[src/rtl/uart_pkg.sv]
// uart_pkg: shared types and helpers for the UART receive/transmit paths.
//   uart_rx_state_t : receiver FSM state encoding.
//   tick_div()      : system clocks per oversampling tick (integer division).
package uart_pkg;

  typedef enum logic [1:0] {
    IDLE,
    START,
    DATA,
    STOP
  } uart_rx_state_t;

  function automatic int unsigned tick_div(input int unsigned clk,
                                           input int unsigned baud,
                                           input int unsigned os);
    return clk / (baud * os);
  endfunction

endpackage

[src/rtl/uart_tick_gen.sv]
// uart_tick_gen: free-running oversampling tick divider.
//   clock  : system clock (rising edge)
//   nreset : asynchronous active-low reset
//   clear  : forces the counter to 0 on the next edge (realigns the tick grid)
//   tick   : one-cycle pulse while the counter sits at TICK_DIV-1
module uart_tick_gen #(
  parameter int unsigned TICK_DIV = 2
) (
  input  logic clock,
  input  logic nreset,
  input  logic clear,
  output logic tick
);

  localparam int unsigned CW = (TICK_DIV > 1) ? $clog2(TICK_DIV) : 1;
  localparam logic [CW-1:0] LAST = CW'(TICK_DIV - 1);

  logic [CW-1:0] cnt_q, cnt_d;

  always_comb begin
    cnt_d = cnt_q + 1'b1;
    if (clear || (cnt_q == LAST)) begin
      cnt_d = '0;
    end
  end

  always_ff @(posedge clock or negedge nreset) begin
    if (!nreset) begin
      cnt_q <= '0;
    end else begin
      cnt_q <= cnt_d;
    end
  end

  assign tick = (cnt_q == LAST);

endmodule

[src/rtl/uart_rx.sv]
// uart_rx: 8N1-style asynchronous serial receiver with mid-bit sampling.
//   clock       : system clock (rising edge)
//   nreset      : asynchronous active-low reset
//   rx          : serial line, asynchronous, idle high
//   data_out    : last byte received with a good stop bit
//   data_valid  : one-cycle pulse when data_out updates
//   frame_error : one-cycle pulse when the stop bit is sampled low
//   busy        : high while the FSM is outside IDLE
module uart_rx
  import uart_pkg::*;
#(
  parameter int unsigned CLOCK_INPUT  = 50_000_000,
  parameter int unsigned BAUDRATE     = 9600,
  parameter int unsigned OVERSAMPLING = 8,
  parameter int unsigned DATA_BITS    = 8
) (
  input  logic                 clock,
  input  logic                 nreset,
  input  logic                 rx,
  output logic [DATA_BITS-1:0] data_out,
  output logic                 data_valid,
  output logic                 frame_error,
  output logic                 busy
);

  localparam int unsigned TICK_DIV = tick_div(CLOCK_INPUT, BAUDRATE, OVERSAMPLING);
  localparam int unsigned OS_W     = $clog2(OVERSAMPLING);
  localparam int unsigned BIT_W    = (DATA_BITS > 1) ? $clog2(DATA_BITS) : 1;

  localparam logic [OS_W-1:0]  OS_HALF = OS_W'(OVERSAMPLING / 2 - 1);
  localparam logic [OS_W-1:0]  OS_LAST = OS_W'(OVERSAMPLING - 1);
  localparam logic [BIT_W-1:0] BIT_LAST = BIT_W'(DATA_BITS - 1);

  logic rx_meta_q, rx_s_q, rx_d_q;
  logic fall_edge, tick, tick_clear;

  uart_rx_state_t       state_q, state_d;
  logic [OS_W-1:0]      os_q, os_d;
  logic [BIT_W-1:0]     bit_q, bit_d;
  logic [DATA_BITS-1:0] shift_q, shift_d;
  logic [DATA_BITS-1:0] data_q, data_d;
  logic                 valid_q, valid_d;
  logic                 ferr_q, ferr_d;

  // Two-flop synchroniser plus one delay stage for edge detection; idle-high reset
  // values keep a released reset from looking like a start edge.
  always_ff @(posedge clock or negedge nreset) begin
    if (!nreset) begin
      rx_meta_q <= 1'b1;
      rx_s_q    <= 1'b1;
      rx_d_q    <= 1'b1;
    end else begin
      rx_meta_q <= rx;
      rx_s_q    <= rx_meta_q;
      rx_d_q    <= rx_s_q;
    end
  end

  assign fall_edge = rx_d_q & ~rx_s_q;

  uart_tick_gen #(
    .TICK_DIV(TICK_DIV)
  ) u_tick_gen (
    .clock (clock),
    .nreset(nreset),
    .clear (tick_clear),
    .tick  (tick)
  );

  always_comb begin
    state_d    = state_q;
    os_d       = os_q;
    bit_d      = bit_q;
    shift_d    = shift_q;
    data_d     = data_q;
    valid_d    = 1'b0;
    ferr_d     = 1'b0;
    tick_clear = 1'b0;

    case (state_q)
      IDLE: begin
        if (fall_edge) begin
          state_d    = START;
          os_d       = '0;
          tick_clear = 1'b1;
        end
      end
      START: begin
        if (tick) begin
          if (os_q == OS_HALF) begin
            os_d  = '0;
            bit_d = '0;
            // A line already back high at mid start bit was a glitch.
            state_d = rx_s_q ? IDLE : DATA;
          end else begin
            os_d = os_q + 1'b1;
          end
        end
      end
      DATA: begin
        if (tick) begin
          if (os_q == OS_LAST) begin
            os_d    = '0;
            shift_d = DATA_BITS'({rx_s_q, shift_q} >> 1);
            if (bit_q == BIT_LAST) begin
              state_d = STOP;
            end else begin
              bit_d = bit_q + 1'b1;
            end
          end else begin
            os_d = os_q + 1'b1;
          end
        end
      end
      STOP: begin
        if (tick) begin
          if (os_q == OS_LAST) begin
            os_d    = '0;
            state_d = IDLE;
            if (rx_s_q) begin
              data_d  = shift_q;
              valid_d = 1'b1;
            end else begin
              ferr_d = 1'b1;
            end
          end else begin
            os_d = os_q + 1'b1;
          end
        end
      end
      default: state_d = IDLE;
    endcase
  end

  always_ff @(posedge clock or negedge nreset) begin
    if (!nreset) begin
      state_q <= IDLE;
      os_q    <= '0;
      bit_q   <= '0;
      shift_q <= '0;
      data_q  <= '0;
      valid_q <= 1'b0;
      ferr_q  <= 1'b0;
    end else begin
      state_q <= state_d;
      os_q    <= os_d;
      bit_q   <= bit_d;
      shift_q <= shift_d;
      data_q  <= data_d;
      valid_q <= valid_d;
      ferr_q  <= ferr_d;
    end
  end

  assign data_out    = data_q;
  assign data_valid  = valid_q;
  assign frame_error = ferr_q;
  assign busy        = (state_q != IDLE);

endmodule

[config.mk]
export PLATFORM = sky130hd
export DESIGN_NAME = uart_rx
export DESIGN_NICKNAME = d
export VERILOG_FILES = /design/src/rtl/uart_pkg.sv /design/src/rtl/uart_tick_gen.sv /design/src/rtl/uart_rx.sv
export SDC_FILE = /design/constraint.sdc
export NUM_CORES = 1
export LEC_CHECK = 0
export BUFFER_PORTS_ARGS = -buffer_cell sky130_fd_sc_hd__buf_4
export CAP_MARGIN = 10
export CELL_PAD_IN_SITES_DETAIL_PLACEMENT = 2
export CELL_PAD_IN_SITES_GLOBAL_PLACEMENT = 2
export CORE_ASPECT_RATIO = 1.5
export CORE_MARGIN = 2
export CORE_UTILIZATION = 40
export DETAILED_ROUTE_END_ITERATION = 8
export GPL_ROUTABILITY_DRIVEN = 0
export GPL_TIMING_DRIVEN = 0
export HOLD_SLACK_MARGIN = 0.15
export PLACE_DENSITY_LB_ADDON = 0.1
export SYNTH_ARGS = -nofsm -noshare
export SYNTH_HDL_FRONTEND = slang
export SYNTH_SLANG_ARGS = --single-unit
[constraint.sdc]
create_clock -name clock -period 2.27 [get_ports clock]
set_input_delay 0.454 -clock clock [delete_from_list [all_inputs] [get_ports clock]]
set_output_delay 0.454 -clock clock [all_outputs]
set_load 0.02 [all_outputs]
# [Word-level counts from Yosys, hierarchy flattened]
# Cells that the tools add are included.
[word_totals] ramBits=0 romBits=0 memories=0 regBits=39 latchBits=0
[classes] shifts=0 n_mux=33 mul=0 n_eq_ne=17 n_reduce_logical=10 add_sub_neg=3 bitwise=2 n_lt_le_gt_ge=0 div=0
[op_table] cell="$mux W3" n=10
[op_table] cell="$mux W2" n=9
[op_table] cell="$ne A2 B2 Y1 const B" n=9
[op_table] cell="$add A10 B1 Y10 const B" n=1
[op_table] cell="$eq A10 B10 Y1 const B" n=1
[op_table] cell="$mux W1" n=10
[op_table] cell="$mux W10" n=1
[op_table] cell="$pmux W3 S3" n=1
[op_table] cell="$pmux W2 S4" n=1
[op_table] cell="$reduce_and A8 Y1" n=1
[op_table] cell="$add A3 B1 Y3 const B" n=2
[op_table] cell="$eq A3 B3 Y1 const B" n=2
[op_table] cell="$pmux W3 S2" n=1
[op_table] cell="$reduce_and A3 Y1" n=2
[op_table] cell="$reduce_and A6 Y1" n=1
[op_table] cell="$eq A2 B2 Y1 const B" n=2
[op_table] cell="$reduce_and A4 Y1" n=1
[op_table] cell="$reduce_bool A2 Y1" n=2
[op_table] cell="$eq A3 B2 Y1 const B" n=1
[op_table] cell="$eq A2 B1 Y1 const B" n=1
[op_table] cell="$logic_not A2 Y1" n=1
[op_table] cell="$ne A2 B1 Y1 const B" n=1
[op_table] cell="$reduce_or A2 Y1" n=1
[op_table] cell="$and A1 B1 Y1" n=1
[op_table] cell="other kinds (2)" n=2

# [Longest topological paths before layout]
[logic_depth] ltp_word=6 mapped_depth=6

# [By module]
# Synthesis repeated with hierarchy kept, for this count alone.
[unflattened] cells_unflattened=140 area_unflattened_um2=1814.2
[by_module_without_submodules] mod="uart_rx" cells_each=89 instances=1 area_per_inst_um2=1301.2
[by_module_without_submodules] mod="uart_tick_gen" cells_each=51 instances=1 area_per_inst_um2=513.0

# [Worst setup path before layout]
# OpenSTA, ideal clock, no wires.
[synth_timing] path_kind="register to register" startpoint="reg u_tick_gen.cnt_q[2]" endpoint="reg shift_q[0]" required_ns=2.145 arrival_ns=1.590 path_stages_with_launch=6 slack_ns=0.555 setup_ns=0.125 path_cell_list="dfrtp_1 -> nor4b_4 -> nand3_2 -> buf_4 -> nor2_4 -> mux2_2"
[synth_via] elab_chain_cells=2
[synth_lines] item="from (decl)" line_no="uart_tick_gen.sv:18" rtl="logic [CW-1:0] cnt_q, cnt_d;"
[synth_lines] item="from (signal assigned)" line_no="uart_tick_gen.sv:31" rtl="cnt_q <= cnt_d;"
[synth_lines] item="$eq A10 B10 Y1" line_no="uart_tick_gen.sv:35" rtl="assign tick = (cnt_q == LAST);"
[synth_lines] item="$reduce_and A3 Y1 (no source line)"
[synth_lines] item="to (signal assigned)" line_no="uart_rx.sv:148" rtl="shift_q <= shift_d;"
[synth_lines] item="to (decl)" line_no="uart_rx.sv:40" rtl="logic [DATA_BITS-1:0] shift_q, shift_d;"
# No other way between the ends.
# A chain may end at the register's enable or synchronous reset.

# [Worst setup path in the final report]
[layout_timing] startpoint="reg os_q[0]" endpoint="reg data_q[4] (netlist: data_out[4])"
[layout_via] elab_chain_cells=2
[layout_lines] item="from (decl)" line_no="uart_rx.sv:38" rtl="logic [OS_W-1:0] os_q, os_d;"
[layout_lines] item="from (signal assigned)" line_no="uart_rx.sv:146" rtl="os_q <= os_d;"
[layout_lines] item="$eq A3 B3 Y1" line_no="uart_rx.sv:117" rtl="if (os_q == OS_LAST) begin"
[layout_lines] item="$reduce_and A4 Y1 (no source line)"
[layout_lines] item="to (signal assigned)" line_no="uart_rx.sv:149" rtl="data_q <= data_d;"
[layout_lines] item="to (decl)" line_no="uart_rx.sv:41" rtl="logic [DATA_BITS-1:0] data_q, data_d;"
# No other way between the ends.

==> metrics <==
Final Util=a little under half; core area=0.00425 mm2; critical path type=reg -> reg; Remaining DRCs=0; Leakage=roughly 0.96 nW; Port Buf Inserts=13; placed cell count=between 200 and 250; met1 usage in global routing=20.2%; initial antenna violation count=0; # rows=29; Hold Fails Final Rpt=0; final net count=approximately 180; routed vias/inst=5.29; GR Layer Usage met2=about 30%; routed len/inst=approximately 17 um; startpoint class of the critical path=register; cts repair resizes=0; largest net degree at the start of global routing=40; initial DRC count=17; Setup Total Neg Slack=0 ns; fin cells=approximately 210; final wirelength=around 3.6 mm; status=complete, no violations; DRT Pass-1 Iters=2; fin crit share=roughly 88%; Critical Path RT=roughly 2.4 ns; TritonCTS buffer count=5; Post-synth EDFFs=0; initial core utilization=between 40% and 50%; H-tree Lvls=2; Post-Syn Instances=about 150; class of the worst hold path=in -> reg; Sink Count=39; clk_skew=a little under 0.007 ns; ant diodes=0; fmax=between 500 and 600 MHz; Most used DFF post-synth=dfrtp_1; global routing usage on met3=about 3.3%; worst relative slew slack=around 66%; Peak VDD IR=0.000427 V; Slew @ Worst Pin=~0.5 ns; Post-Syn Nets=between 150 and 200; number of global-route vias before repair=approximately 1300; Final setup viols=0; CTS tree=yes; Synth Register Bits=39; Async SR Flop Fraction=100%; RSZ-0062 raised after global routing=false; Total Power=1.51 mW; first-pass GRT wire length=6.47 mm; Layout area overhead=14.1%; Die W=58.3 um; hold_buf cts=1; Mapped Area=between 0.0015 and 0.002 mm2; worst path arrival time=around 2.2 ns; Post-CTS Setup Repair Bufs=0; I/O pin count=14; leading cell type in the layout, fill and taps excluded=dfrtp_1; # fillers=444; final worst path period need=2.00 ns; die area=between 0.004 and 0.005 mm2; Mapped Avg Cell Area=12.1 um2; fin. max-slew vios=0; vias post-DR=~1100; crit-path max FO=9; Post-DRT Antenna Nets=0; Longest Clk Path Bufs=2; synth unique cells=32; Yosys Warn Count=0; gr busiest metal=met2; Crit. End Element=register; all-layer global routing usage=17.0%; layout cells sized above 1=~30%; root buffer cell=clkbuf_8; Pwr Density=around 750 mW/mm2; commonest non-fill, non-tap cells in the layout=dfrtp_1 (36), mux2_2 (19), buf_4 (14); total gr overflow=0; Reg clk slew, reported paths=about 0.07 ns; Seq/Total Area, Yosys=55.3%; maxcap violations=0; Die Height=between 80 and 90 um; DP Wirelength=2.65 mm; later-pin clock latency in the skew report=roughly 0.29 ns
-- layout make-up --
class | instances | area [um2] | area share (%)
well taps | 46 | 57.6 | 2.85
repair buffers | 14 | 108 | 5.32
inverters | 8 | 30.0 | 1.49
plain buffers | 3 | 15.0 | 0.743
multi-input cells | 96 | 747 | 36.9
clock buffers | 6 | 72.6 | 3.59
clock inverters | 2 | 12.5 | 0.619
flip-flops and latches | 39 | 980 | 48.5
-- logic make-up (layout without fill, tap and decap cells) --
family                     Yosys count  count (layout)  share of synthesized area [%]
adders and majority gates            8               8                           5.65
buffers and inverters               11              33                           2.54
xor gates and xnor gates             8               8                           3.95
DFF                                 39              39                           55.3
muxes                               21              21                           13.2
AOI/OAI and AO/OA                   12              12                           4.59
and+or+nand+nor                     47              47                           14.8
-- synthesized netlist by cell type (all sizes together) (2+ instances only) --
| library cell | number | share of area [%] |
|---|---|---|
| xnor2 | 6 | 3.0 |
| inv | 8 | 1.7 |
| nand3 | 7 | 2.3 |
| o21ai | 4 | 1.1 |
| ha | 8 | 5.6 |
| nor3 | 4 | 1.8 |
| mux2i | 2 | 1.1 |
| clkbuf | 2 | 0.42 |
| dfrtp | 36 | 51 |
| nand2 | 13 | 2.8 |
| nor4 | 2 | 0.71 |
| xor2 | 2 | 0.99 |
| nor2 | 15 | 3.7 |
| mux2 | 19 | 12 |
| o21a | 2 | 0.85 |
| dfstp | 3 | 4.4 |
| nor2b | 2 | 0.71 |
-- power breakdown --
| part | internal, mW | leakage (nW) | switching, mW |
|---|---|---|---|
| clock network | 0.215 | 0.0412 | 0.238 |
| logic | 0.103 | 0.397 | 0.117 |
| registers | 0.758 | 0.520 | 0.0851 |
| total | 1.08 | 0.958 | 0.439 |
-- metrics by stage --
step	worst slack, ns	hold slack, ns	cell area (um2)
2_1_floorplan	0.555	0.158	1770
3_3_place_gp	0.330	0.346	1930
3_5_place_dp	0.224	0.350	1930
4_1_cts	0.214	0.258	2020
5_1_grt	0.113	0.258	2020
6_report	0.273	0.272	2020
-- registers in the layout (all words and copies together), names as in the netlist, named ones only --
register	cells
bit_q	3
data_out	8
data_valid	1
frame_error	1
os_q	3
rx_d_q	1
rx_meta_q	1
rx_s_q	1
shift_q	8
state_q	1
u_tick_gen.cnt_q	10
-- critical path, stage by stage, from the launching register on --
cell	delay, ns
dfrtp_1	0.37
ha_1	0.22
ha_1	0.29
nand2_1	0.15
nor3_4	0.46
mux2_2	0.39
-- path summary, 6_finish.rpt --
| path | cells past startpoint | startpoint | slack, ns | to |
|---|---|---|---|---|
| min in group asynchronous | 2 | nreset | 0.69 | os_q[1] |
| setup reg to reg | 5 | os_q[0] | 0.27 | data_out[4] |
| setup / recovery | 5 | os_q[0] | 0.27 | data_out[4] |
| max in group asynchronous | 2 | nreset | 1.22 | rx_s_q |
| hold reg to reg | 0 | rx_meta_q | 0.36 | rx_s_q |
| hold / removal | 1 | rx | 0.27 | rx_meta_q |
-- routing by layer --
layer | up-vias | share of wire, %
met5 | - | 0
met4 | 0 | 1.2
met3 | 5 | 2.4
met2 | 11 | 55
met1 | 583 | 41
li1 | 532 | -
Note: power is estimated with default switching activity, not from simulation.
